--- config.mk ---
export PLATFORM = sky130hd
export DESIGN_NAME = rm3100_sampler
export DESIGN_NICKNAME = d
export VERILOG_FILES = /design/src/rtl/rm3100_pkg.sv /design/src/rtl/rm3100_sampler.sv
export SDC_FILE = /design/constraint.sdc
export NUM_CORES = 1
export LEC_CHECK = 0
export CORE_MARGIN = 1.5
export CORE_UTILIZATION = 35
export CTS_CLUSTER_DIAMETER = 200
export CTS_CLUSTER_SIZE = 20
export DETAILED_ROUTE_END_ITERATION = 8
export DONT_BUFFER_PORTS = 1
export GPL_ROUTABILITY_DRIVEN = 0
export SYNTH_ARGS = -nofsm -noshare
export SYNTH_HDL_FRONTEND = slang
export SYNTH_SLANG_ARGS = --single-unit
--- constraint.sdc ---
create_clock -name clk -period 2.98 [get_ports clk]
set_input_delay 0.298 -clock clk [delete_from_list [all_inputs] [get_ports clk]]
set_output_delay 0.298 -clock clk [all_outputs]
set_load 0.005 [all_outputs]
--- src/rtl/rm3100_pkg.sv ---
// rtl/rm3100_pkg.sv - RM3100 register map, sequencer states and SPI command packing
package rm3100_pkg;

    localparam logic [7:0] REG_POLL   = 8'h00;
    localparam logic [7:0] REG_CMM    = 8'h01;
    localparam logic [7:0] REG_CCX    = 8'h04;
    localparam logic [7:0] REG_TMRC   = 8'h0B;
    localparam logic [7:0] REG_MX     = 8'h24;
    localparam logic [7:0] REG_STATUS = 8'h34;

    localparam int STATUS_DRDY_BIT = 7;

    typedef enum logic [2:0] {
        ST_CFG    = 3'd0,
        ST_READY  = 3'd1,
        ST_TRIG   = 3'd2,
        ST_STATUS = 3'd3,
        ST_READ   = 3'd4,
        ST_DONE   = 3'd5
    } state_e;

    function automatic logic [15:0] pack_cmd(input logic [7:0] data, input logic [7:0] addr);
        return {data, addr};
    endfunction

endpackage

--- src/rtl/rm3100_sampler.sv ---
// rtl/rm3100_sampler.sv - RM3100 configure/trigger/poll/read sequencer driving the spi_rm3100 master
module rm3100_sampler
    import rm3100_pkg::*;
#(
    parameter logic [15:0] CYCLE_COUNT = 16'h0032,
    parameter logic [7:0]  TMRC_VAL    = 8'h92,
    parameter logic [7:0]  CMM_VAL     = 8'h70,
    parameter logic [7:0]  POLL_CMD    = 8'h70,
    parameter int unsigned POLL_MAX    = 1023
) (
    input  logic        clk,
    input  logic        rst,
    input  logic        sample_req,
    output logic        busy,
    output logic        sample_valid,
    output logic        sample_err,
    output logic [19:0] xdata,
    output logic [19:0] ydata,
    output logic [19:0] zdata,
    output logic        spi_req,
    output logic        spi_wr_en,
    output logic [15:0] spi_data_tx,
    input  logic [7:0]  spi_data_rx,
    input  logic        spi_done
);

    localparam int PW = $clog2(POLL_MAX + 1);

    state_e        state;
    logic [2:0]    cfg_idx;
    logic [PW-1:0] poll_cnt;
    logic [3:0]    rd_idx;
    logic          pending;
    logic [71:0]   shadow;
    logic [71:0]   shadow_next;
    logic [15:0]   cfg_cmd;
    logic          done_ok;

    // A done pulse only completes a transaction this block actually launched,
    // so a stale pulse from before a reset can never advance the sequence.
    assign done_ok = pending && spi_done && !spi_req;
    assign busy    = (state != ST_READY);

    always_comb begin
        cfg_cmd = 16'h0000;
        case (cfg_idx)
            3'd0: cfg_cmd = pack_cmd(CYCLE_COUNT[15:8], REG_CCX);
            3'd1: cfg_cmd = pack_cmd(CYCLE_COUNT[7:0],  REG_CCX + 8'd1);
            3'd2: cfg_cmd = pack_cmd(CYCLE_COUNT[15:8], REG_CCX + 8'd2);
            3'd3: cfg_cmd = pack_cmd(CYCLE_COUNT[7:0],  REG_CCX + 8'd3);
            3'd4: cfg_cmd = pack_cmd(CYCLE_COUNT[15:8], REG_CCX + 8'd4);
            3'd5: cfg_cmd = pack_cmd(CYCLE_COUNT[7:0],  REG_CCX + 8'd5);
            3'd6: cfg_cmd = pack_cmd(TMRC_VAL, REG_TMRC);
            3'd7: cfg_cmd = pack_cmd(CMM_VAL,  REG_CMM);
            default: cfg_cmd = 16'h0000;
        endcase
    end

    // Byte 0 (MX2) lands in the top byte so each axis is a contiguous 24-bit field.
    always_comb begin
        shadow_next = shadow;
        shadow_next[{4'd8 - rd_idx, 3'b000} +: 8] = spi_data_rx;
    end

    always_ff @(posedge clk or negedge rst) begin
        if (!rst) begin
            state        <= ST_CFG;
            cfg_idx      <= '0;
            poll_cnt     <= '0;
            rd_idx       <= '0;
            pending      <= 1'b0;
            shadow       <= '0;
            spi_req      <= 1'b0;
            spi_wr_en    <= 1'b0;
            spi_data_tx  <= '0;
            sample_valid <= 1'b0;
            sample_err   <= 1'b0;
            xdata        <= '0;
            ydata        <= '0;
            zdata        <= '0;
        end else begin
            spi_req      <= 1'b0;
            sample_valid <= 1'b0;
            sample_err   <= 1'b0;
            case (state)
                ST_CFG: begin
                    if (!pending) begin
                        spi_req     <= 1'b1;
                        pending     <= 1'b1;
                        spi_wr_en   <= 1'b1;
                        spi_data_tx <= cfg_cmd;
                    end else if (done_ok) begin
                        pending <= 1'b0;
                        cfg_idx <= cfg_idx + 3'd1;
                        if (cfg_idx == 3'd7) state <= ST_READY;
                    end
                end
                ST_READY: begin
                    if (sample_req) state <= ST_TRIG;
                end
                ST_TRIG: begin
                    if (!pending) begin
                        spi_req     <= 1'b1;
                        pending     <= 1'b1;
                        spi_wr_en   <= 1'b1;
                        spi_data_tx <= pack_cmd(POLL_CMD, REG_POLL);
                    end else if (done_ok) begin
                        pending  <= 1'b0;
                        poll_cnt <= '0;
                        state    <= ST_STATUS;
                    end
                end
                ST_STATUS: begin
                    if (!pending) begin
                        spi_req     <= 1'b1;
                        pending     <= 1'b1;
                        spi_wr_en   <= 1'b0;
                        spi_data_tx <= pack_cmd(8'h00, REG_STATUS);
                    end else if (done_ok) begin
                        pending <= 1'b0;
                        if (spi_data_rx[STATUS_DRDY_BIT]) begin
                            rd_idx <= '0;
                            state  <= ST_READ;
                        end else if (poll_cnt == PW'(POLL_MAX - 1)) begin
                            sample_err <= 1'b1;
                            state      <= ST_READY;
                        end else begin
                            poll_cnt <= poll_cnt + PW'(1);
                        end
                    end
                end
                ST_READ: begin
                    if (!pending) begin
                        spi_req     <= 1'b1;
                        pending     <= 1'b1;
                        spi_wr_en   <= 1'b0;
                        spi_data_tx <= pack_cmd(8'h00, REG_MX + {4'd0, rd_idx});
                    end else if (done_ok) begin
                        pending <= 1'b0;
                        shadow  <= shadow_next;
                        rd_idx  <= rd_idx + 4'd1;
                        // Publish straight from the merged shadow so valid follows the last byte by one cycle.
                        if (rd_idx == 4'd8) begin
                            xdata        <= shadow_next[71:52];
                            ydata        <= shadow_next[47:28];
                            zdata        <= shadow_next[23:4];
                            sample_valid <= 1'b1;
                            state        <= ST_DONE;
                        end
                    end
                end
                ST_DONE: state <= ST_READY;
                default: state <= ST_CFG;
            endcase
        end
    end

endmodule
; ---- After elaboration in Yosys (flattened, before gate mapping)
; Memory sizes are Yosys's and may differ from the RTL's.
; Index checks and enable logic that the tools add are counted.
[classes]
n_addsub = 6
mul = 0
div_mod_pow = 0
order_cmp = 0
n_eq_ne = 30
shift = 2
n_mux = 49
bitwise = 0
reduce_logical = 19
[ops]
columns = operator, n
row1 = bitwise mux 72 bit, 1
row2 = variable shift 8 x 9 -> 72 bit (first input constant), 1
row3 = indexed part select 8 x 9 -> 72 bit, 1
row4 = two-way mux 16 bit, 4
row5 = one-hot mux 16 bit (4 select lines), 1
row6 = two-way mux 10 bit, 6
row7 = != test 2 bit (second input constant), 20
row8 = two-way mux 3 bit, 13
row9 = two-way mux 4 bit, 5
row10 = one-hot mux 10 bit (2 select lines), 1
row11 = one-hot mux 3 bit (6 select lines), 1
row12 = two-way mux 1 bit, 15
row13 = AND reduction 12 bit, 1
row14 = adder 10 x 1 -> 10 bit (second input constant), 1
row15 = equality test 10 bit (second input constant), 1
row16 = equality test 3 bit (second input constant), 3
row17 = negator 7 -> 9 bit, 1
row18 = AND reduction 3 bit, 3
row19 = one-hot mux 4 bit (2 select lines), 1
row20 = adder 6 x 4 -> 7 bit (first input constant), 1
row21 = AND reduction 7 bit, 1
row22 = equality test 3 x 2 -> 1 bit (second input constant), 2
row23 = AND reduction 6 bit, 1
row24 = nonzero test 2 bit, 3
row25 = other kinds (16), 18
[word_totals]
reg_bits = 173
latch_bits = 0
mem_bits_rw = 0
romBits = 72
inputBits = 12
output_inout_bits = 81
word_cells = 121
n_memories = 1
[memory_table]
columns = name, words, word_bits, rd, rd_clocked_by_memory_dff, write_ports, line
row1 = (no name shown), 8, 9, 1, 0, 0, rm3100_sampler.sv:46  ; case (cfg_idx)

; ---- Longest topological paths before layout
[depth]
ltp_word = 6
depth_mapped = 12
depth_no_buf = 7

; ---- Least setup slack after synthesis
; Ideal clock, no wire load.
[synth_path]
path_kind = flip-flop to flip-flop
start = reg rd_idx[0]
end = reg shadow[63]
arrival_time_ps = 2945
slack_ps = -90
stages_incl_launch_ff = 9
synth_period_minus_slack_ps = 3070
path_cell_list = dfrtp_1 -> clkbuf_1 -> clkbuf_1 -> inv_1 -> ha_1 -> or4b_4 -> buf_6 -> a2111oi_4 -> mux2_4
[synth_via]
elab_chain_len = 4
word_cells_on_any_way = 5
cone_classes = add/sub: 2 / shift: 2 / mux: 1
[synth_lines]
columns = element, line
row1 = start: declaration, rm3100_sampler.sv:32  ; logic [3:0] rd_idx;
row2 = start signal: assignment, rm3100_sampler.sv:141  ; rd_idx <= rd_idx + 4'd1;
row3 = subtractor 4 bit (*), rm3100_sampler.sv:62  ; shadow_next[{4'd8 - rd_idx, 3'b000} +: 8] = spi_data_rx;
row4 = negator 7 -> 9 bit (*), rm3100_sampler.sv:62
row5 = indexed part select 8 x 9 -> 72 bit / variable shift 8 x 9 -> 72 bit (equally long branches), rm3100_sampler.sv:62
row6 = bitwise mux 72 bit (*), rm3100_sampler.sv:62
row7 = end signal: assignment, rm3100_sampler.sv:140  ; shadow <= shadow_next;
row8 = end: declaration, rm3100_sampler.sv:34  ; logic [71:0] shadow;
; Every way passes the cells marked *; elsewhere a longest branch is shown, timed or not.
; A chain may end at the register's enable or synchronous reset.

; ---- Final worst setup path
[layout_path]
start = reg rd_idx[1]
end = reg shadow[45]
; The elaborated chain is that of the path after synthesis.

==> impl_metrics.py <==
metrics = {
    "outcome": {
        "status": "finished, violations left",
        "violations": "negative hold slack",
    },
    "finish": {
        "regArea_um2": 3900,
        "finalNetCount": 751,
        "multi_input_area_um2": 3360,
        "antennaDiodeCount": 0,
        "area_growth_pct": 12.9,
        "stdcell_count": 1014,
        "drive_gt1_frac": 0.160,
        "fillers": 2075,
    },
    "timing": {
        "whs_ns": -0.430,
        "rsz0062_at_grt": "false",
        "slew_headroom": 0.410,
        "fmax_mhz": 373,
        "worstMarginPinSlew_ns": 0.861,
        "fin_setup_tns_ns": 0,
        "final_max_slew_viol_count": 0,
        "fin_crit_sh": 0.899,
        "finalSetupViolations": 0,
        "fin_worst_skew_ns": 0.00996,
        "min_period_ns": 2.68,
        "hold_violations": 156,
    },
    "global_route": {
        "antenna_found_initial": 0,
        "grt_use_total": 0.164,
        "grt_start_max_net_pins": 157,
        "grt_pass1_wl_mm": 28.4,
        "grt-ovfl-total": 0,
        "grt_pass1_vias": 5034,
    },
    "detailed_routing": {
        "wl_per_cell_um": 17.5,
        "drt_iter0_markers": 274,
        "drtAntennaViolNets": 0,
        "drt_pass1_iterations": 4,
        "via_count": 5182,
        "route.detailed.drc": 0,
        "viasPerCell": 5.11,
        "drt-total-wl_mm": 17.7,
    },
    "power_and_ir_drop": {
        "cellPowerDensity_nw_per_um2": 869,
        "power.net_switching_mw": 2.67,
        "finalPower_mw": 7.45,
        "power_frac_comb": 0.305,
        "switching_share": 0.359,
        "p_int_mw": 4.77,
        "p_clk_frac": 0.299,
        "ir_worst_vdd_mv": 0.456,
        "total_leakage_power_nw": 3.87,
        "seqPwrFrac": 0.397,
    },
    "synth": {
        "syn_area_um2": 7590,
        "ys_seq_area_frac": 0.515,
        "synthCells": 727,
        "synthArstFlopShare": 1.00,
        "synth_cell_type_count": 60,
        "synth_edf_count": 0,
        "synth_seq_cells": 156,
        "ys.flop_type": "dfrtp_1",
        "yosys_warnings": 0,
        "avgSynthCellArea_um2": 10.4,
    },
    "clock_tree": {
        "clkTransAtPathRegs_ns": 0.06,
        "htreeDepth": 4,
        "cts_resized": 0,
        "cts_tree": "built",
        "cts_made_buffers": 17,
        "cts_setup_buffers": 0,
        "clk_path_buf_depth": 2,
        "root_buffer": "clkbuf_16",
        "cts_hold_buf": 6,
        "insertion_delay_ns": 0.42,
        "cts.sinks": 156,
    },
    "floorplan": {
        "die_area_um2": 22600,
        "start_util": 0.359,
        "core_area_um2": 21200,
        "die_x_um": 150,
        "io_pins": 93,
        "die_y_um": 150,
        "rows": 53,
    },
    "critical_path": {
        "rrSetupSlack_ns": 0.30,
        "worstPathMaxFanout": 10,
        "critPathKind": "flop to flop",
        "arrival_ns": 2.98,
        "endpoint": "shadow[45]",
        "r2r-start": "rd_idx[1]",
        "startpoint": "rd_idx[1]",
        "required_ns": 3.28,
        "worst_r2r_path_depth": 6,
        "r2r_end": "shadow[45]",
        "critPathLaunchType": "flop",
        "cp-end-kind": "flop",
    },
    "place": {
        "io_buffer_count": 0,
        "dp_cells": 976,
        "dp_hpwl_mm": 11.6,
    },
    "run": {
        "maxCapViolCount": 0,
    },
    "hold_path": {
        "min_path_type": "input port to async pin",
    },
}
cell type report:
cell class	count	share of cell area
Timing Repair Buffer	29	0.0286
Clock inverter	15	0.0210
Sequential cell	156	0.456
Multi-Input combinational cell	493	0.392
Tap cell	275	0.0402
Clock buffer	17	0.0497
Inverter	29	0.0127
per-layer routing:
metal	global-route usage	vias up	routed length [um]
met2	0.253	107	8120
met1	0.228	2545	8460
li1	-	2519	-
met4	0.0456	0	190
met3	0.0430	11	968
met5	0	-	0
worst max-delay path: stages, from the launching register on:
cell and delay [ns]:
dfrtp_1 0.50, inv_1 0.12, ha_1 0.38, or4b_4 0.60, a2111oi_4 0.38, buf_4 0.24, mux2_2 0.34
registers in the layout, indices dropped and copies added, names as in the netlist, 3 cells and up:
| name | flops |
|---|---|
| cfg_idx | 3 |
| shadow | 60 |
| xdata | 20 |
| spi_data_tx | 11 |
| zdata | 20 |
| rd_idx | 4 |
| poll_cnt | 10 |
| state | 3 |
| ydata | 20 |
Yosys cell counts (3+ instances only):
| cell type | count | area [um^2] |
|---|---|---|
| a2111oi_4 | 3 | 82.6 |
| a211oi_1 | 4 | 30.0 |
| a21oi_1 | 10 | 50.1 |
| a22o_1 | 3 | 26.3 |
| and2_1 | 13 | 81.3 |
| and3_1 | 16 | 100 |
| buf_1 | 6 | 22.5 |
| buf_2 | 8 | 40.0 |
| buf_4 | 6 | 45.0 |
| clkbuf_1 | 31 | 116 |
| dfrtp_1 | 156 | 3900 |
| ha_1 | 13 | 163 |
| inv_1 | 28 | 105 |
| mux2_2 | 49 | 552 |
| mux2i_1 | 57 | 571 |
| nand2_1 | 117 | 439 |
| nand2b_1 | 10 | 62.6 |
| nand3_1 | 16 | 80.1 |
| nand4_1 | 3 | 18.8 |
| nor2_1 | 18 | 67.6 |
| nor2b_1 | 13 | 81.3 |
| nor3_1 | 13 | 65.1 |
| nor4_1 | 7 | 43.8 |
| o21ai_0 | 70 | 350 |
| o31ai_1 | 13 | 97.6 |
power groups by stage:
stage | registers, mW | logic, mW | clock network (mW)
6_report | 2.95 | 2.27 | 2.22
2_1_floorplan | 2.85 | 1.82 | 0
3_5_place_dp | 3.00 | 2.26 | 0
4_1_cts | 2.96 | 2.28 | 2.29
3_3_place_gp | 2.98 | 2.24 | 0
5_1_grt | 3.03 | 2.54 | 2.38
placed cells by master (no fill, tap or decap), drive strengths merged, types with 2 or more instances in the layout:
cell         Yosys  layout
nand2          117     117
a211oi           4       4
o221ai           2       2
dlygate4sd3      0       6
nor2b           13      13
or4              2       2
clkinv           1       5
nand4            3       3
a221oi           2       2
and2            13      13
a2111oi          3       3
o21ai           71      71
a2bb2oi          2       2
ha              13      13
clkbuf          31      17
o211ai           2       2
a21oi           10      10
nand2b          10      10
nor3            13      13
conb             1       5
or2              3       3
nor4             8       8
dfrtp          156     156
inv             28      35
o31ai           13      13
a22oi            2       2
buf             22      23
and3            16      16
clkinvlp         0       2
xnor2            2       2
nor2            18      18
a22o             3       3
mux2i           57      57
nand3           16      16
mux2            50      50
bufinv           0       2
how the worst min path moves through the flow:
stage / start / cells after the start / slack [ns] / endpoint
2_1_floorplan: rst / 0 / 0.002 / cfg_idx[0]
3_3_place_gp: rst / 0 / 0.007 / ydata[10]
3_5_place_dp: rst / 0 / 0.005 / ydata[10]
4_1_cts: rst / 0 / -0.45 / zdata[16]
5_1_grt: rst / 0 / -0.45 / ydata[10]
6_report: rst / 0 / -0.43 / ydata[10]
through the flow:
stage	hold WS [ns]	area, um^2	util	setup slack [ns]
floorplan	0.00241	7600	-	0.0370
global placement	0.00651	7900	0.374	0.414
detailed placement	0.00549	7900	0.374	0.337
CTS	-0.452	8570	0.405	0.323
global route	-0.451	8570	0.405	0.138
finish	-0.430	8570	0.405	0.301
kinds of logic (layout without fill, tap and decap cells):
group	Yosys count	count (layout)	share of synthesized area
flip-flops	156	156	0.515
other	1	5	0.000494
XOR/XNOR	4	4	0.00643
adder cells (fa/ha/maj)	13	13	0.0214
AND/OR/NAND/NOR	241	241	0.154
multiplexers	107	107	0.150
AO/OA/AOI/OAI	123	123	0.106
buffers and inverters	82	90	0.0468
(Power assumes the default switching activity.)
